**src/rtl/stopwatch_pkg.sv**
```systemverilog
// Shared constants for the stopwatch display path: active-low segment
// patterns (bit order g..a), the default error word and digit slot indices.
package stopwatch_pkg;

   localparam logic [6:0] SEG_BLANK = 7'h7F;
   localparam logic [6:0] SEG_DASH  = 7'h3F;
   localparam logic [6:0] SEG_E     = 7'h06;
   localparam logic [6:0] SEG_R     = 7'h2F;

   // Entry n is the pattern for digit n; entry 0 sits in the low bits.
   localparam logic [9:0][6:0] SEG_TABLE = {
      7'h10, 7'h00, 7'h78, 7'h02, 7'h12,
      7'h19, 7'h30, 7'h24, 7'h79, 7'h40
   };

   localparam logic [15:0] ERROR_CODE_DEF = 16'h5555;

   localparam logic [1:0] DIG_SEC_U = 2'd0;
   localparam logic [1:0] DIG_SEC_T = 2'd1;
   localparam logic [1:0] DIG_MIN_U = 2'd2;
   localparam logic [1:0] DIG_MIN_T = 2'd3;

endpackage

```
**src/rtl/bcd_to_7seg.sv**
```systemverilog
// BCD nibble to active-low 7-segment pattern; purely combinational.
// Non-decimal nibbles (10..15) render as a dash.
module bcd_to_7seg
   import stopwatch_pkg::*;
(
   input  logic [3:0] bcd_dat,
   output logic [6:0] seg_dat
);

   always_comb begin
      seg_dat = SEG_DASH;
      if (bcd_dat <= 4'd9) seg_dat = SEG_TABLE[bcd_dat];
   end

endmodule

```
**src/rtl/stopwatch_display_driver.sv**
```systemverilog
// Four-digit multiplexed MM:SS display with frame-aligned value swap and
// blinking colon/error pattern; an/seg/dp/frame_done lag digit_sel by 1 cycle.
module stopwatch_display_driver
   import stopwatch_pkg::*;
#(
   parameter int          REFRESH_DIV  = 50000,
   parameter int          BLINK_FRAMES = 128,
   parameter logic [15:0] ERROR_CODE   = ERROR_CODE_DEF,
   parameter bit          LZ_BLANK     = 1'b1
) (
   input  logic        clk_in,
   input  logic        RESET,
   input  logic [16:1] D_Q,
   input  logic        load,
   output logic [7:1]  seg,
   output logic        dp,
   output logic [4:1]  an,
   output logic        bcd_err,
   output logic        frame_done
);

   localparam int DIV_W = $clog2(REFRESH_DIV);
   localparam int BC_W  = ($clog2(BLINK_FRAMES) > 0) ? $clog2(BLINK_FRAMES) : 1;

   logic [DIV_W-1:0] div_cnt_q, div_cnt_d;
   logic [1:0]       digit_sel_q, digit_sel_d;
   logic [15:0]      shadow_q, shadow_d;
   logic [15:0]      disp_q, disp_d;
   logic             pending_q, pending_d;
   logic [BC_W-1:0]  blink_cnt_q, blink_cnt_d;
   logic             blink_phase_q, blink_phase_d;
   logic [3:0]       an_q, an_d;
   logic [6:0]       seg_q, seg_d;
   logic             dp_q, dp_d;
   logic             frame_done_q, frame_done_d;

   logic       term_cnt, boundary, err_mode;
   logic [3:0] nib;
   logic [6:0] dec_seg;

   bcd_to_7seg u_dec (
      .bcd_dat (nib),
      .seg_dat (dec_seg)
   );

   always_comb begin
      term_cnt = (div_cnt_q == DIV_W'(REFRESH_DIV - 1));
      boundary = term_cnt && (digit_sel_q == DIG_MIN_T);
      err_mode = (disp_q == ERROR_CODE);

      div_cnt_d   = term_cnt ? '0 : div_cnt_q + 1'b1;
      digit_sel_d = term_cnt ? digit_sel_q + 2'd1 : digit_sel_q;

      // Swap uses the shadow as it stood before this cycle's load.
      shadow_d  = shadow_q;
      pending_d = pending_q;
      disp_d    = disp_q;
      if (boundary && pending_q) begin
         disp_d    = shadow_q;
         pending_d = 1'b0;
      end
      if (load) begin
         shadow_d  = D_Q;
         pending_d = 1'b1;
      end

      blink_cnt_d   = blink_cnt_q;
      blink_phase_d = blink_phase_q;
      if (boundary) begin
         if (blink_cnt_q == BC_W'(BLINK_FRAMES - 1)) begin
            blink_cnt_d   = '0;
            blink_phase_d = ~blink_phase_q;
         end else begin
            blink_cnt_d = blink_cnt_q + 1'b1;
         end
      end
      frame_done_d = boundary;

      case (digit_sel_q)
         DIG_SEC_U: nib = disp_q[3:0];
         DIG_SEC_T: nib = disp_q[7:4];
         DIG_MIN_U: nib = disp_q[11:8];
         default:   nib = disp_q[15:12];
      endcase

      an_d  = ~(4'b0001 << digit_sel_q);
      seg_d = dec_seg;
      if (err_mode) begin
         seg_d = SEG_BLANK;
         if (!blink_phase_q) begin
            case (digit_sel_q)
               DIG_MIN_T:            seg_d = SEG_E;
               DIG_MIN_U, DIG_SEC_T: seg_d = SEG_R;
               default:              seg_d = SEG_BLANK;
            endcase
         end
      end else if (LZ_BLANK && digit_sel_q == DIG_MIN_T && disp_q[15:12] == 4'd0) begin
         seg_d = SEG_BLANK;
      end
      dp_d = !(!err_mode && digit_sel_q == DIG_MIN_U && !blink_phase_q);

      bcd_err = !err_mode && ((disp_q[3:0] > 4'd9) || (disp_q[7:4] > 4'd9) ||
                              (disp_q[11:8] > 4'd9) || (disp_q[15:12] > 4'd9));
   end

   always_ff @(posedge clk_in) begin
      if (RESET) begin
         div_cnt_q     <= '0;
         digit_sel_q   <= 2'd0;
         shadow_q      <= 16'h0000;
         disp_q        <= 16'h0000;
         pending_q     <= 1'b0;
         blink_cnt_q   <= '0;
         blink_phase_q <= 1'b0;
         an_q          <= 4'hF;
         seg_q         <= SEG_BLANK;
         dp_q          <= 1'b1;
         frame_done_q  <= 1'b0;
      end else begin
         div_cnt_q     <= div_cnt_d;
         digit_sel_q   <= digit_sel_d;
         shadow_q      <= shadow_d;
         disp_q        <= disp_d;
         pending_q     <= pending_d;
         blink_cnt_q   <= blink_cnt_d;
         blink_phase_q <= blink_phase_d;
         an_q          <= an_d;
         seg_q         <= seg_d;
         dp_q          <= dp_d;
         frame_done_q  <= frame_done_d;
      end
   end

   assign an         = an_q;
   assign seg        = seg_q;
   assign dp         = dp_q;
   assign frame_done = frame_done_q;

endmodule

```
**config.mk**
```make
export PLATFORM = sky130hd
export DESIGN_NAME = stopwatch_display_driver
export DESIGN_NICKNAME = d
export VERILOG_FILES = /design/src/rtl/stopwatch_pkg.sv /design/src/rtl/bcd_to_7seg.sv /design/src/rtl/stopwatch_display_driver.sv
export SDC_FILE = /design/constraint.sdc
export NUM_CORES = 1
export LEC_CHECK = 0
export CORE_MARGIN = 10
export CORE_UTILIZATION = 49
export DETAILED_ROUTE_END_ITERATION = 12
export PLACE_DENSITY = 0.78
export SKIP_CTS_REPAIR_TIMING = 1
export SYNTH_ARGS = -nofsm -noshare
export SYNTH_HDL_FRONTEND = slang
export SYNTH_HIERARCHICAL = 1
export SYNTH_SLANG_ARGS = --single-unit
export TNS_END_PERCENT = 20
```
**constraint.sdc**
```tcl
create_clock -name clk_in -period 6.75 [get_ports clk_in]
set_input_delay 1.35 -clock clk_in [delete_from_list [all_inputs] [get_ports clk_in]]
set_output_delay 1.35 -clock clk_in [all_outputs]
set_load 0.05 [all_outputs]
```
==> metrics <==
post-synth design cell area around 0.0033 mm^2; Comb pwr share 5.5%; I/O pin cnt 33; post-synthesis sequential area ratio 43.89%; Synth Warn # 6; commonest non-fill, non-tap cell in the layout dfxtp_1; Unique masters post-synth ~50; Clk pwr share 42.3%; FP Rows 29; IO Port Bufs 32; Switch Pwr around 200 uW; WP buf/inv 1; area grow syn2layout 16.46%; main combinational cell family by area after synthesis simple AND/OR/NAND/NOR gates; Fin Setup TNS 0 ns; register clock-pin slew on the reported worst setup and hold paths ~0.080 ns; status complete, no violations; cell type group with the largest total delay on the critical path buffers and inverters; chip height roughly 100 um; Starting Density between 50% and 60%; Total Wirelength about 6700 um; final hold viol count 0; diode count 0; f_max around 320 MHz; Mean Syn Cell Area 9.123 um^2; Int Power ~650 uW; Post-synth top flop dfxtp_1; cell count after synthesis 360; Reg power frac between 50% and 60%; minimum clock period after layout 3.127 ns; XOR/XNOR Fraction of Synth Area 3.467%; Slew headroom between 20% and 30%; CP startpoint kind flop; pre-CTS WS ~3.5 ns; worst path cell trace o21ai_0 -> nand4_1 -> clkdlybuf4s50_1; PD cells 221.3 mW/mm^2; Vias per Instance 5.701; Seq cells post-synth 72; First DRT Iteration DRCs approximately 120; first-pass GRT wire length around 11,000 um; worst-skew pair later-pin latency 0.35 ns; # setup viols final 0; clk buf depth 2; Post-synth EDFFs 0; initial antenna violation count 0; FILL cells 560; Setup Skew around 0.0091 ns; GRT overflow 0; max-slew violations 0; LEAKAGE about 0.0014 uW; Worst path max stage delay a little over 0.8 ns; share of layout cells above drive strength 1 7.732%; Num Clock Sinks ~70; vias in the first global route 2,574; core area roughly 0.0064 mm^2; area fraction in compound gates after synthesis between 10 and 15%; unrepaired setup endpoints after global routing false; vias about 2.7k; crit path max-delay cell type clkdlybuf4s50_1; Crit Path Category reg2out; area share of fa/ha/maj cells after synthesis under 10%; Critical Path AT around 1.8 ns; fin nets 415; worst-path maximum fanout 5; clk root buf clkbuf_8; Post-Synth Simple-Gate Area between 20% and 30%; # DRC 0; area of the multi-input gates between 0.0015 and 0.002 mm^2; H-Tree Depth 3; Post-DRT Antenna Nets 0; final setup margin between 3 and 4 ns; hpwl dp between 4000 and 5000 um; Sw Share between 20% and 30%; VDD IR max ~0.11 mV; syn_nets ~400; FFs w/ async S/R, synth 0%; largest net degree at the start of global routing 50; Storage cell area ~0.0014 mm^2; commonest cells after routing, fill and taps aside 72 x dfxtp_1, 40 x nor2_1, 32 x clkdlybuf4s50_1; RePlAce Congestion 0.8295; die area between 0.01 and 0.015 mm^2; Num CTS Buffers 9; crit path capture type output pin; Pre-antenna DRT Iters 4; hold_ws between 0.4 and 0.5 ns; max cap viols 0; gr usage total 13.26%; mux contribution to synthesized area 7.429%; Worst Hold Class reg2reg; DR WL/cell around 14 um; required time of the critical path ~5.4 ns; CTS tree built; period utilization between 40% and 50%; worst slew pin tran 1.123 ns; Die Width roughly 100 um
power by group through the flow:
stage / logic, uW / clock network (uW) / registers [uW]
after floorplan: 23.2 / 0 / 456
after global placement: 46.5 / 0 / 451
after detailed placement: 47.6 / 0 / 451
after CTS: 47.7 / 365 / 442
after global routing: 51.1 / 379 / 443
final: 46.9 / 358 / 442
cell families after synthesis:
group | count (synthesis)
AO/OA/AOI/OAI | 71
adder cells (fa/ha/maj) | 13
XOR/XNOR | 13
multiplexers | 24
AND/OR/NAND/NOR | 131
flip-flops | 72
buffers and inverters | 36
per-stage QoR:
step	instance area, um^2	utilization [%]	power (uW)	std cells
after floorplan	3284	-	478.9	360
after global placement	3610	56.20	497.6	449
after detailed placement	3610	56.20	499.0	449
after CTS	3825	59.56	853.8	465
after global routing	3825	59.56	873.2	465
final	3825	59.56	846.6	465
worst paths after layout:
check	start	endpoint	slack [ns]	cells after the start
hold / removal	div_cnt_q[0]	div_cnt_q[0]	0.47	1
setup reg to reg	digit_sel_q[0]	seg[4]	4.01	10
setup / recovery	disp_q[13]	bcd_err	3.62	3
hold reg to reg	div_cnt_q[0]	div_cnt_q[0]	0.47	1
synthesized netlist by cell type (all sizes together), types with 2 or more instances:
cell | instances | area, um^2
dfxtp | 72 | 1441
nor2 | 40 | 150.1
o21ai | 26 | 130.1
nand3 | 25 | 125.1
a21oi | 24 | 120.1
mux2i | 21 | 210.2
inv | 15 | 56.30
nand2 | 14 | 52.55
clkbuf | 13 | 48.80
ha | 13 | 162.7
xnor2 | 11 | 96.34
nor3 | 10 | 50.05
buf | 8 | 50.05
nand4 | 7 | 43.79
a222oi | 4 | 40.04
nor2b | 4 | 25.02
nor4 | 4 | 46.29
or3 | 4 | 25.02
or4 | 4 | 33.78
and3 | 3 | 18.77
mux2 | 3 | 33.78
nand4b | 3 | 26.28
or2 | 3 | 18.77
a221o | 2 | 20.02
a22o | 2 | 17.52
and4 | 2 | 17.52
nor3b | 2 | 15.01
or4b | 2 | 27.53
xor2 | 2 | 17.52
cell type report:
class / count / area share (%)
timing repair buffer: 33 / 8.570
sequential: 72 / 37.68
tap: 77 / 2.519
multi-input combinational: 252 / 44.13
inverter: 15 / 1.472
clock inverter: 5 / 1.668
clock buffer: 11 / 3.958
per-layer routing:
| metal | GRT usage [%] | vias up | part of all wire, % |
|---|---|---|---|
| met5 | 0 | - | 0 |
| met4 | 5.315 | 0 | 1.2 |
| met3 | 4.184 | 6 | 4.7 |
| met2 | 21.77 | 52 | 46 |
| met1 | 15.83 | 1256 | 49 |
| li1 | - | 1337 | - |
sequential cells by signal, summed over array words and instances (netlist names):
| name | cells |
|---|---|
| an | 4 |
| blink_cnt_q | 7 |
| blink_phase_q | 1 |
| digit_sel_q | 2 |
| disp_q | 16 |
| div_cnt_q | 16 |
| dp | 1 |
| frame_done | 1 |
| pending_q | 1 |
| seg | 7 |
| shadow_q | 16 |
Note: power is estimated with default switching activity, not from simulation.
